**src/rtl/load_unit.sv**
```systemverilog
// Load unit: forms the effective address, issues one aligned memory read, then extracts and extends the addressed lane.
// Optional macro LOAD_MISALIGN_TRAP_EN: misaligned loads return an error instead of being truncated to the access size.

module load_unit #(
  parameter int XLEN    = 32,
  parameter int TIMEOUT = 16
) (
  input  logic            clk,
  input  logic            rst_n,
  input  logic            req_valid,
  output logic            req_ready,
  input  logic [6:0]      opcode,
  input  logic [2:0]      funct3,
  input  logic [11:0]     imm,
  input  logic [XLEN-1:0] rs1,
  output logic            mem_req,
  output logic [XLEN-1:0] mem_addr,
  input  logic            mem_gnt,
  input  logic            mem_rvalid,
  input  logic [XLEN-1:0] mem_rdata,
  output logic            resp_valid,
  input  logic            resp_ready,
  output logic [XLEN-1:0] resp_data,
  output logic            resp_err
);

  localparam int OFFB = $clog2(XLEN / 8);
  localparam int CW   = (TIMEOUT > 1) ? $clog2(TIMEOUT) : 1;
  localparam logic [CW-1:0] CNT_LAST = CW'(TIMEOUT - 1);
  localparam logic [6:0] OP_LOAD = 7'b0000011;

  typedef enum logic [1:0] {IDLE, REQ, WAIT, RESP} state_t;

  state_t          state_reg, state_next;
  logic [XLEN-1:0] addr_reg, addr_next;
  logic [OFFB-1:0] off_reg, off_next;
  logic [2:0]      funct3_reg, funct3_next;
  logic [XLEN-1:0] data_reg, data_next;
  logic            err_reg, err_next;
  logic [CW-1:0]   cnt_reg, cnt_next;
  logic            ready_reg;

  logic [XLEN-1:0] ea;
  logic [OFFB-1:0] size_mask;
  logic [OFFB-1:0] lane_off;
  logic            illegal;
  logic            reject;

  // Request decode: effective address, access-size mask, legality.
  always_comb begin
    ea = rs1 + {{(XLEN-12){imm[11]}}, imm};
    case (funct3[1:0])
      2'd0:    size_mask = '0;
      2'd1:    size_mask = OFFB'(1);
      2'd2:    size_mask = OFFB'(3);
      default: size_mask = '1;
    endcase
    lane_off = ea[OFFB-1:0] & ~size_mask;
    illegal  = (opcode != OP_LOAD) || (funct3 == 3'd7) ||
               ((XLEN == 32) && ((funct3 == 3'd3) || (funct3 == 3'd6)));
`ifdef LOAD_MISALIGN_TRAP_EN
    reject = illegal || (|(ea[OFFB-1:0] & size_mask));
`else
    reject = illegal;
`endif
  end

  logic [XLEN-1:0] lane;
  logic [XLEN-1:0] lane_up;
  logic [XLEN-1:0] load_data;
  logic [6:0]      drop;

  // Lane select, then left-justify and shift back to sign- or zero-extend.
  always_comb begin
    lane = mem_rdata >> {off_reg, 3'b000};
    case (funct3_reg[1:0])
      2'd0:    drop = 7'(XLEN - 8);
      2'd1:    drop = 7'(XLEN - 16);
      2'd2:    drop = 7'(XLEN - 32);
      default: drop = 7'd0;
    endcase
    lane_up = lane << drop;
    if (funct3_reg[2]) begin
      load_data = lane_up >> drop;
    end else begin
      load_data = $unsigned($signed(lane_up) >>> drop);
    end
  end

  always_comb begin
    state_next  = state_reg;
    addr_next   = addr_reg;
    off_next    = off_reg;
    funct3_next = funct3_reg;
    data_next   = data_reg;
    err_next    = err_reg;
    cnt_next    = cnt_reg;
    case (state_reg)
      IDLE: begin
        if (req_valid && ready_reg) begin
          addr_next   = {ea[XLEN-1:OFFB], {OFFB{1'b0}}};
          off_next    = lane_off;
          funct3_next = funct3;
          cnt_next    = '0;
          data_next   = '0;
          err_next    = reject;
          state_next  = reject ? RESP : REQ;
        end
      end
      REQ: begin
        if (mem_gnt) begin
          cnt_next   = '0;
          state_next = WAIT;
        end
      end
      WAIT: begin
        if (mem_rvalid) begin
          data_next  = load_data;
          err_next   = 1'b0;
          state_next = RESP;
        end else if (cnt_reg == CNT_LAST) begin
          data_next  = '0;
          err_next   = 1'b1;
          state_next = RESP;
        end else begin
          cnt_next = cnt_reg + CW'(1);
        end
      end
      RESP: begin
        if (resp_ready) begin
          state_next = IDLE;
        end
      end
      default: state_next = IDLE;
    endcase
  end

  // ready_reg stays low while in reset and rises on the first edge after release.
  always_ff @(posedge clk or negedge rst_n) begin
    if (!rst_n) begin
      state_reg  <= IDLE;
      addr_reg   <= '0;
      off_reg    <= '0;
      funct3_reg <= '0;
      data_reg   <= '0;
      err_reg    <= 1'b0;
      cnt_reg    <= '0;
      ready_reg  <= 1'b0;
    end else begin
      state_reg  <= state_next;
      addr_reg   <= addr_next;
      off_reg    <= off_next;
      funct3_reg <= funct3_next;
      data_reg   <= data_next;
      err_reg    <= err_next;
      cnt_reg    <= cnt_next;
      ready_reg  <= (state_next == IDLE);
    end
  end

  assign req_ready  = ready_reg;
  assign mem_req    = (state_reg == REQ);
  assign mem_addr   = mem_req ? addr_reg : '0;
  assign resp_valid = (state_reg == RESP);
  assign resp_data  = resp_valid ? data_reg : '0;
  assign resp_err   = resp_valid & err_reg;

endmodule

```
**config.mk**
```make
export PLATFORM = sky130hd
export DESIGN_NAME = load_unit
export DESIGN_NICKNAME = d
export VERILOG_FILES = /design/src/rtl/load_unit.sv
export SDC_FILE = /design/constraint.sdc
export NUM_CORES = 1
export LEC_CHECK = 0
export ABC_CLOCK_PERIOD_IN_PS = 2300
export CAP_MARGIN = 20
export CORE_MARGIN = 2
export CORE_UTILIZATION = 51
export CTS_BUF_LIST = sky130_fd_sc_hd__clkbuf_8
export CTS_CLUSTER_SIZE = 16
export DETAILED_ROUTE_END_ITERATION = 10
export PLACE_DENSITY = 0.84
export SLEW_MARGIN = 20
export SYNTH_ARGS = -nofsm -noshare
export SYNTH_HDL_FRONTEND = slang
export SYNTH_SLANG_ARGS = --single-unit
```
**constraint.sdc**
```tcl
create_clock -name clk -period 2.3 [get_ports clk]
set_input_delay 0.69 -clock clk [delete_from_list [all_inputs] [get_ports clk]]
set_output_delay 0.69 -clock clk [all_outputs]
set_load 0.01 [all_outputs]
```
# Word level (Yosys, flattened, before mapping)
# Index checks and enable logic that the tools add are counted.
# op_classes
n_addsub,2
n_eq_ne,15
shift,4
mux,25
bitwise_logic,3
n_reduce_logical,13
# ops
op,count
$mux W32,6
$pmux W32 S2,1
$add A32 B32 Y32,1
$shl A32 B7 Y32,1
$shr A32 B5 Y32,1
$shr A32 B7 Y32,1
$sshr A32 B7 Y32,1
$mux W4,4
$mux W2,6
$pmux W4 S3,1
$pmux W5 S2,1
$logic_not A2 Y1,4
$pmux W2 S4,1
$ne A7 B2 Y1 const B,1
$eq A2 B1 Y1 const B,3
$eq A3 B3 Y1 const B,2
$ne A2 B2 Y1 const B,3
$reduce_and A5 Y1,1
$add A4 B1 Y4 const B,1
$eq A2 B2 Y1 const B,2
$eq A4 B4 Y1 const B,1
$pmux W2 S2,1
$eq A3 B2 Y1 const B,1
$logic_or A1 B1 Y1,3
other kinds (12),14
# word_totals
reg_bits,75
inputBits,92

# Longest topological paths before layout
# Gate-level depths: netlist of the first run.
# depth
ltp_word,7
ltp_mapped,10

# Worst setup path after synthesis of the first run
# OpenSTA, ideal clock, no wires.
# synth_path
kind,input -> register
start,in imm[11]
end,reg addr_reg[30]
setup_time_ns,0.135
arrival_ns,2.463
required_time_ns,2.165
path_slack_ns,-0.298
cell_stages,8
cell_sequence,ha_1 -> a21oi_4 -> nor3_1 -> or3b_1 -> o311a_1 -> a221oi_2 -> mux2i_1 -> o22ai_1
# synth_between
elab_chain_cells,1
# synth_rtl
item,line,source
from (decl),14,"input logic [11:0] imm,"
$add A32 B32 Y32,51,"ea = rs1 + {{(XLEN-12){imm[11]}}, imm};"
to (signal assigned),151,addr_reg <= addr_next;
to (decl),35,"logic [XLEN-1:0] addr_reg, addr_next;"
# No other way between the ends.
# A chain may end at the register's enable or synchronous reset.

# Final worst setup path of the first run
# layout_path
start,in imm[3]
end,reg addr_reg[23]
# The elaborated chain is that of the path after synthesis.

==> results.yml, run 1 <==
status:
  status: "complete, but fails checks"
  violations: "setup timing"
route:
  drcViolationCount: 0
  wl_per_cell_um: 22.6
  drt_wl_total_um: 26700
  drtAntennaViolNets: 0
  drt_first_iter_violations: 738
  vias: 7518
  viasPerCell: 6.37
  drt-pass1-iter-count: 5
critical_path:
  worstReg2RegStart: "state_reg[1]"
  crit_fanout: 5
  worstSetupEndpointType: "flip-flop"
  critPathLaunch: "imm[3]"
  critPathLaunchType: "input port"
  path_class: "input port to flip-flop"
  arrival_ns: 2.89
  ff2ff_setup_slack_ns: 0.12
  critical_path_required_ns: 2.57
  reg2regPathDepth: 7
  r2r-end: "addr_reg[24]"
power_and_ir_drop:
  power_leakage_nw: 4.62
  ir_drop_v: 0.000603
  power_density_nw_per_um2: 898
  power_mw: 8.84
yosys:
  seq_area_frac_synth_pct: 31.9
  ys_async_sr_fraction_pct: 100
  synthCells: 732
  syn_avg_cell_area_um2: 8.03
  synth-main-ff-cell: "dfrtp_1"
  synth_edf_count: 0
  synth-warning-count: 0
  yosysUniqueCellTypes: 65
  ys_ff_latch: 75
  synth_area_um2: 5880
cts:
  ctsLongestPathBuffers: 2
  cts.sinks: 75
  ctsHoldBuffers: 0
  clk_pin_slew_ns: 0.08
  cts_tree: "done"
  htree_levels: 3
  cts_buffers: 9
  root_buffer: "clkbuf_8"
  insertion_delay_ns: 0.38
place:
  dpl_cell_area_um2: 8650
  dp.cells: 1111
  hpwl_um: 15700
  gp_congestion: 0.936
  io_buffers: 157
floorplanning:
  ios: 160
  row_count: 39
  core_area_um2: 11300
  start_util_pct: 51.9
  die_h_um: 111
  die_w_um: 111
  dieArea_um2: 12400
global_route:
  antenna_found_initial: 1
  grt_pass1_vias: 7432
  grtUsageTotal_pct: 37.9
  overflow: 0
  grt_first_pass_wirelength_um: 37700
  grt_max_degree: 76
layout:
  nFillCells: 587
  final_area_um2: 9850
  post-route-util_pct: 87.0
  register_area_um2: 1880
  layout-drive-gt1-share_pct: 38.4
  syn_to_final_growth_pct: 67.6
  largest_reg_flops: 32
  fin_nets: 1157
  instances_no_fill: 1181
  multi_input_area_um2: 4650
timing:
  tns_ns: -2.33
  rsz0062_at_grt: "yes"
  skew_ns: 0.00692
  worst_pin_slew_ns: 0.539
  hold_violations: 0
  maxSlewHeadroom_pct: 63.9
  setup_slack_ns: -0.325
  maxSlewViolCount: 0
  final.min_clock_period_ns: 2.62
  max_clock_freq_ghz: 0.381
  setup_viol: 17
  fin_crit_sh_pct: 114
hold_path:
  hp-class: "input port to asynchronous set/reset pin"
run:
  max-cap-violations: 0
==> Yosys cell counts, types with 5 or more instances <==
library cell / number / area, µm²
nor3_1: 15 / 75.1
dfrtp_1: 75 / 1880
nor2b_1: 25 / 156
and2_1: 35 / 219
buf_1: 5 / 18.8
nand4_1: 10 / 62.6
or3_1: 5 / 31.3
a32o_1: 7 / 70.1
xor2_1: 16 / 140
clkbuf_1: 34 / 128
nand2b_1: 7 / 43.8
inv_1: 7 / 26.3
a21o_1: 7 / 52.6
xnor2_1: 6 / 52.6
a211oi_1: 12 / 90.1
nand3_1: 19 / 95.1
ha_1: 32 / 400
mux2i_1: 12 / 120
o21ai_0: 25 / 125
mux2_2: 6 / 67.6
nor2_1: 33 / 124
o31ai_1: 5 / 37.5
a22o_1: 9 / 78.8
a211o_1: 9 / 78.8
a21oi_1: 66 / 330
and3_1: 36 / 225
o21ai_1: 51 / 255
a31oi_1: 5 / 31.3
nand2_1: 100 / 375
buf_2: 9 / 45.0
==> logic make-up (layout without fill, tap and decap cells) <==
logic type	Yosys count	count (layout)	synth area share (%)
AOI/OAI and AO/OA	228	228	24.7
xor gates and xnor gates	22	22	3.28
adders and majority gates	33	33	7.15
buffers and inverters	59	363	4.22
DFF	75	75	31.9
muxes	19	19	3.39
other	1	3	0.0638
and+or+nand+nor	295	295	25.3
==> routing by layer <==
| layer | share of wire [%] | wire [µm] | global-route usage (%) |
|---|---|---|---|
| met1 | 37 | 9770 | 44.8 |
| met2 | 48 | 12800 | 66.5 |
| met3 | 8.9 | 2380 | 7.73 |
| met4 | 6.6 | 1760 | 17.5 |
| met5 | 0 | 0 | 0 |
==> critical path, stage by stage <==
cell           delay [ns]
dlygate4sd2_1        0.28
ha_4                 0.24
buf_6                0.13
a21oi_1              0.27
o22ai_2              0.15
o21ai_1              0.17
o211ai_1             0.26
buf_4                0.22
a211oi_2             0.24
xor2_1               0.17
o21ai_1              0.07
==> through the flow <==
stage	worst slack, ns	hold WS [ns]
3_5_place_dp	-0.989	0.453
5_1_grt	-0.354	0.365
3_3_place_gp	-0.919	0.450
6_report	-0.325	0.335
2_1_floorplan	-0.173	0.394
4_1_cts	-0.198	0.359
==> placed cells by master (no fill, tap or decap), types with 16 or more instances in the layout <==
cell type / n
buf_4: 151
nand2_1: 92
dfrtp_1: 74
clkdlybuf4s50_1: 53
buf_2: 52
a21oi_1: 49
o21ai_1: 48
dlygate4sd2_1: 39
and3_1: 36
and2_1: 31
nor2_1: 26
ha_4: 26
nor2b_1: 24
buf_6: 20
o21ai_0: 16
xor2_1: 16
==> area by class of cell <==
| class | count | share of cell area, % |
|---|---|---|
| Antenna cell | 1 | 0.0254 |
| Clock buffer | 10 | 1.40 |
| Clock inverter | 6 | 0.826 |
| Inverter | 7 | 0.267 |
| Multi-Input combinational cell | 599 | 47.2 |
| Sequential cell | 75 | 19.1 |
| Tap cell | 143 | 1.82 |
| Timing Repair Buffer | 340 | 29.4 |
==> where the power goes <==
part           total (mW)  switching (mW)  internal [mW]
combinational        5.29            2.80           2.49
sequential           2.37           0.438           1.93
clock                1.18           0.551          0.634
total                8.84            3.79           5.06
==> repair_timing <==
item / CTS / global route
cloned: 3 / 0
pin swaps: 72 / 75
resized for setup: 361 / 94
endpoints found under the setup margin: 90 / 58
buffers inserted: 33 / 17
==> worst max-delay path by stage <==
| stage | end | slack [ns] | depth (start not counted) |
|---|---|---|---|
| floorplan | addr_reg[30] | -0.17 | 8 |
| global placement | addr_reg[30] | -0.92 | 10 |
| detailed placement | addr_reg[28] | -0.99 | 11 |
| CTS | addr_reg[30] | -0.20 | 11 |
| global route | addr_reg[23] | -0.35 | 11 |
| finish | addr_reg[23] | -0.32 | 11 |
No activity file was read; power rests on OpenSTA's default activity.
==> run 2: changes to the inputs <==
- ABC_CLOCK_PERIOD_IN_PS: 2300 -> 2920
- clock period: 2.3 -> 2.92 ns (I/O delays scaled with it)
==> run 2 against run 1 <==
  * The run still ends with setup timing left
  * Non-clock buffer count shrank 60
  * Via count shrank 11%
  * Wire length shrank 23%
  * Sequential share of layout area grew 1.9 points
  * Critical path type unchanged
  * Worst hold slack gained 0.14 ns
  * Design area shrank 9.0%
  * Largest power group unchanged
  * Critical path depth shrank 2
  * Combinational power shrank 30%
==> results.yml, run 2 (synthesis results as in run 1) <==
global_route:
  grtUsageTotal_pct: 32.3
  antenna_found_initial: 0
  grt_first_pass_wirelength_um: 32500
  grt_pass1_vias: 6572
  overflow: 0
  grt_max_degree: 49
critical_path:
  ff2ff_setup_slack_ns: 0.83
  critPathLaunchType: "input port"
  critPathMaxStageDelay_ns: 0.52
  reg2regPathDepth: 9
  crit_fanout: 3
  arrival_ns: 3.19
  r2r-end: "data_reg[25]"
  cp_cell_sequence: "clkdlybuf4s50_1 > ha_4 > nand2_2 > nor3_1 > or3b_4 > o311a_4 > a311oi_1 > xor2_1 > o21ai_1"
  worstReg2RegStart: "off_reg[1]"
  worstSetupEndpointType: "flip-flop"
  worst-path-buf-inv: 1
  critPathSlowestCell: "clkdlybuf4s50_1"
  path_delay_family: "compound AO/OA/AOI/OAI gates"
  path_class: "input port to flip-flop"
  critical_path_required_ns: 3.18
layout:
  fin_nets: 1097
  final_cell_mix: "clkdlybuf4s50_1 (149), buf_4 (117), nand2_1 (99)"
  final_area_um2: 8960
  final_common_cell: "clkdlybuf4s50_1"
  layout-drive-gt1-share_pct: 20.7
  largest_reg_flops: 32
  nFillCells: 785
  antenna_cells: 0
  syn_to_final_growth_pct: 52.5
route:
  drt_first_iter_violations: 474
  vias: 6657
  drtAntennaViolNets: 0
  drt_wl_total_um: 20500
  drcViolationCount: 0
  viasPerCell: 5.94
  drt-pass1-iter-count: 5
  wl_per_cell_um: 18.3
hold_path:
  whs_endpoint: "addr_reg[5]"
  hp-class: "flip-flop to flip-flop"
  min_path_cells: 2
  holdCritStartpoint: "addr_reg[5]"
timing:
  worst_pin_slew_ns: 0.624
  setup_viol: 1
  max_clock_freq_ghz: 0.341
  skew_ns: 0.0119
  setup_slack_ns: -0.0121
  fin_crit_sh_pct: 100
  maxSlewHeadroom_pct: 58.4
  hold_violations: 0
  final.min_clock_period_ns: 2.93
  rsz0062_at_grt: "yes"
  maxSlewViolCount: 0
status:
  violations: "setup timing"
  status: "complete, but fails checks"
cts:
  cts_buffers: 9
  htree_levels: 3
  cts_tree: "done"
  ctsLongestPathBuffers: 2
  ctsHoldBuffers: 0
  clk_pin_slew_ns: 0.10
  insertion_delay_ns: 0.36
  root_buffer: "clkbuf_8"
  cts.sinks: 75
floorplanning:
  die_h_um: 111
  start_util_pct: 51.9
  dieArea_um2: 12400
  ios: 160
  die_w_um: 111
  row_count: 39
  core_area_um2: 11300
place:
  dp_slack_ns: -0.595
  io_buffers: 157
  gp_congestion: 0.905
  dpl_cell_area_um2: 8370
  hpwl_um: 15000
power_and_ir_drop:
  power_leakage_nw: 4.00
  ir_drop_v: 0.000555
  power_density_nw_per_um2: 713
run:
  max-cap-violations: 0
run 2: cell count changes in the layout (fill, tap and decap cells not counted), sizes merged, moves of 4 or more:
cell / before / now
dlymetal6s2s: 0 / 6
clkdlybuf4s50: 53 / 149
clkdlybuf4s15: 4 / 0
clkbuf: 14 / 9
buf: 240 / 124
dlygate4sd2: 39 / 0
run 2: where the power goes:
part / switching (mW) / internal (mW)
Clock: 0.452 / 0.402
Sequential: 0.313 / 1.52
Combinational: 1.88 / 1.82
run 2: layout make-up:
class | instances | area [µm²] | share of cell area (%)
Tap cell | 143 | 179 | 2.00
Inverter | 7 | 26.3 | 0.293
Sequential cell | 75 | 1880 | 20.9
Timing Repair Buffer | 280 | 2580 | 28.8
Multi-Input combinational cell | 599 | 4090 | 45.7
Clock buffer | 9 | 124 | 1.38
Clock inverter | 7 | 76.3 | 0.852
run 2: repair_timing:
item	4_1_cts	5_1_grt
cloned	1	0
setup buffers	0	1
pin swaps	8	23
setup endpoints to repair	15	20
resized for setup	27	37
run 2: worst max path at each step:
stage | from | end | slack [ns] | cells past startpoint
after floorplan | imm[11] | addr_reg[30] | 0.14 | 8
after global placement | imm[11] | addr_reg[24] | -0.59 | 10
after detailed placement | imm[11] | addr_reg[30] | -0.60 | 10
after CTS | imm[0] | addr_reg[24] | 0.008 | 11
after global routing | rs1[18] | addr_reg[26] | -0.06 | 9
final | rs1[18] | addr_reg[26] | -0.01 | 9
run 2: stage by stage:
step           total power [mW]  setup TNS, ns  hold WS, ns  cells  utilization, %
2_1_floorplan              3.88              0        0.430    733               -
3_3_place_gp               5.29          -8.75        0.450   1102            74.0
3_5_place_dp               5.40          -9.25        0.455   1102            74.0
4_1_cts                    6.31              0        0.475   1119            77.4
5_1_grt                    6.83        -0.0738        0.517   1120            79.2
6_report                   6.39        -0.0121        0.472   1120            79.2
run 2: routing by layer:
metal  routed length (µm)  up-vias  global-route usage, %
met4                  665        0                   11.2
met5                    0        -                      0
met2                 9930      335                   55.6
li1                     -     3130                      -
met1                 8380     3129                   42.0
met3                 1500       63                   4.57
run 2: worst register-to-register path, stage by stage, from the launching register on:
cell      delay, ns
dfrtp_1        0.54
buf_4          0.29
nor2b_1        0.18
nand2_1        0.08
o21ai_0        0.07
o21ai_1        0.15
a311oi_4       0.32
buf_12         0.18
a21oi_1        0.05
o21ai_1        0.16
==> variant: new RTL, settings of run 1 <==
Change the parameter `XLEN` from 32 to 128.
--- a/src/rtl/load_unit.sv
+++ b/src/rtl/load_unit.sv
@@ -3,5 +3,5 @@
 
 module load_unit #(
-  parameter int XLEN    = 32,
+  parameter int XLEN    = 128,
   parameter int TIMEOUT = 16
 ) (
Interface: changed (resized mem_addr, mem_rdata, resp_data and rs1); port bits go from 160 to 544. The function was not compared with the original's and may differ.
==> variant against run 1 <==
Area after synthesis rose to 4.2 times the old value; the run now fails in 5_1_grt; synthesized cell count grew to 4.5 times the old value.
==> variant: results (changes against run 1) <==
| Metric | Value |
|---|---|
| Commonest cells in the synthesized netlist | `sky130_fd_sc_hd__nand2_1 (512), sky130_fd_sc_hd__a21oi_1 (359), sky130_fd_sc_hd__o21ai_0 (346)` |
| Run status | `did not finish` |
| Unique masters post-synth | `87 (+34%)` |
| Post-placement setup slack | `-2.103 ns (-1.114 ns)` |
| CTS H-Tree Depth | `2 (-1)` |
| Share of synthesized area occupied by flip-flops and latches | `27.24% (-4.7 points)` |
| Xor/xnor share of the synthesized area | `4.178% (+0.90 points)` |
| RePlAce Congestion | `1.082 (+16%)` |
| Post-synthesis compound-gate area fraction | `25.17% (+0.46 points)` |
| Cell count after synthesis | `3272 (+350%)` |
| Multiplexer fraction of the synthesized cell area | `8.504% (+5.1 points)` |
| Worst endpoint kind after the last repair | `register input` |
| Yosys warnings | `0 (unchanged)` |
| Error message | `[ERROR GRT-0232] Routing congestion too high. Check the congestion heatmap in the GUI.` |
| Placed Cells | `5065 (+360%)` |
| Post-synthesis adder-cell area fraction | `6.612% (-0.54 points)` |
| Final global-route overflow total | `902` |
| Last reported worst endpoint of the global-route repair pass | `addr_reg[122]$_DFFE_PN0P_/D` |
| Placed Instance Area | `0.03761 sq mm (+330%)` |
| Cell types with the largest area share after synthesis | `sky130_fd_sc_hd__dfrtp_1 (27%), sky130_fd_sc_hd__nand2_1 (7.8%), sky130_fd_sc_hd__a21oi_1 (7.3%)` |
| HPWL after detailed placement | `91490 um (+480%)` |
| Largest net degree at the start of global routing | `78` |
| Main flop type after synthesis | `sky130_fd_sc_hd__dfrtp_1` |
| Number of flip-flops and latches in the synthesized netlist | `267 (+260%)` |
| Number of buffers added by the clock tree synthesis step | `48 (+39)` |
| Root buffer cell | `sky130_fd_sc_hd__clkbuf_8` |
| Async set-reset flop share out of synthesis | `100.0% (unchanged)` |
| Max Buffers Root-to-Sink | `3 (+1)` |
| Number of buffers added on ports | `539 (+240%)` |
| Fail Step | `5_1_grt` |
| GRT Util Overall | `92.13%` |
| FP Rows | `80 (+110%)` |
[variant: cell types whose count changed after synthesis, moves of 49 or more]
cell                       delta
sky130_fd_sc_hd__mux2i_1    +139
sky130_fd_sc_hd__a21oi_1    +293
sky130_fd_sc_hd__a21o_1      +49
sky130_fd_sc_hd__nand4_1     +60
sky130_fd_sc_hd__o21ai_0    +321
sky130_fd_sc_hd__and3_1     +222
sky130_fd_sc_hd__nor2_1     +145
sky130_fd_sc_hd__ha_1        +96
sky130_fd_sc_hd__nand2_1    +412
sky130_fd_sc_hd__dfrtp_1    +192
sky130_fd_sc_hd__xnor2_1     +65
sky130_fd_sc_hd__clkbuf_1   +184
sky130_fd_sc_hd__inv_1       +50
[variant: metal layers]
layer / GRT usage (%) / GRT overflow
met5: 62.85 / 8
met2: 102.8 / 454
met1: 89.17 / 15
met4: 100.3 / 392
met3: 81.83 / 33
[variant: repair_timing]
action,CTS
pin swaps,173
buffers inserted,89
hold buffers,1
cloned,12
setup endpoints to repair,498
hold endpoints to repair,36
resized for setup,546
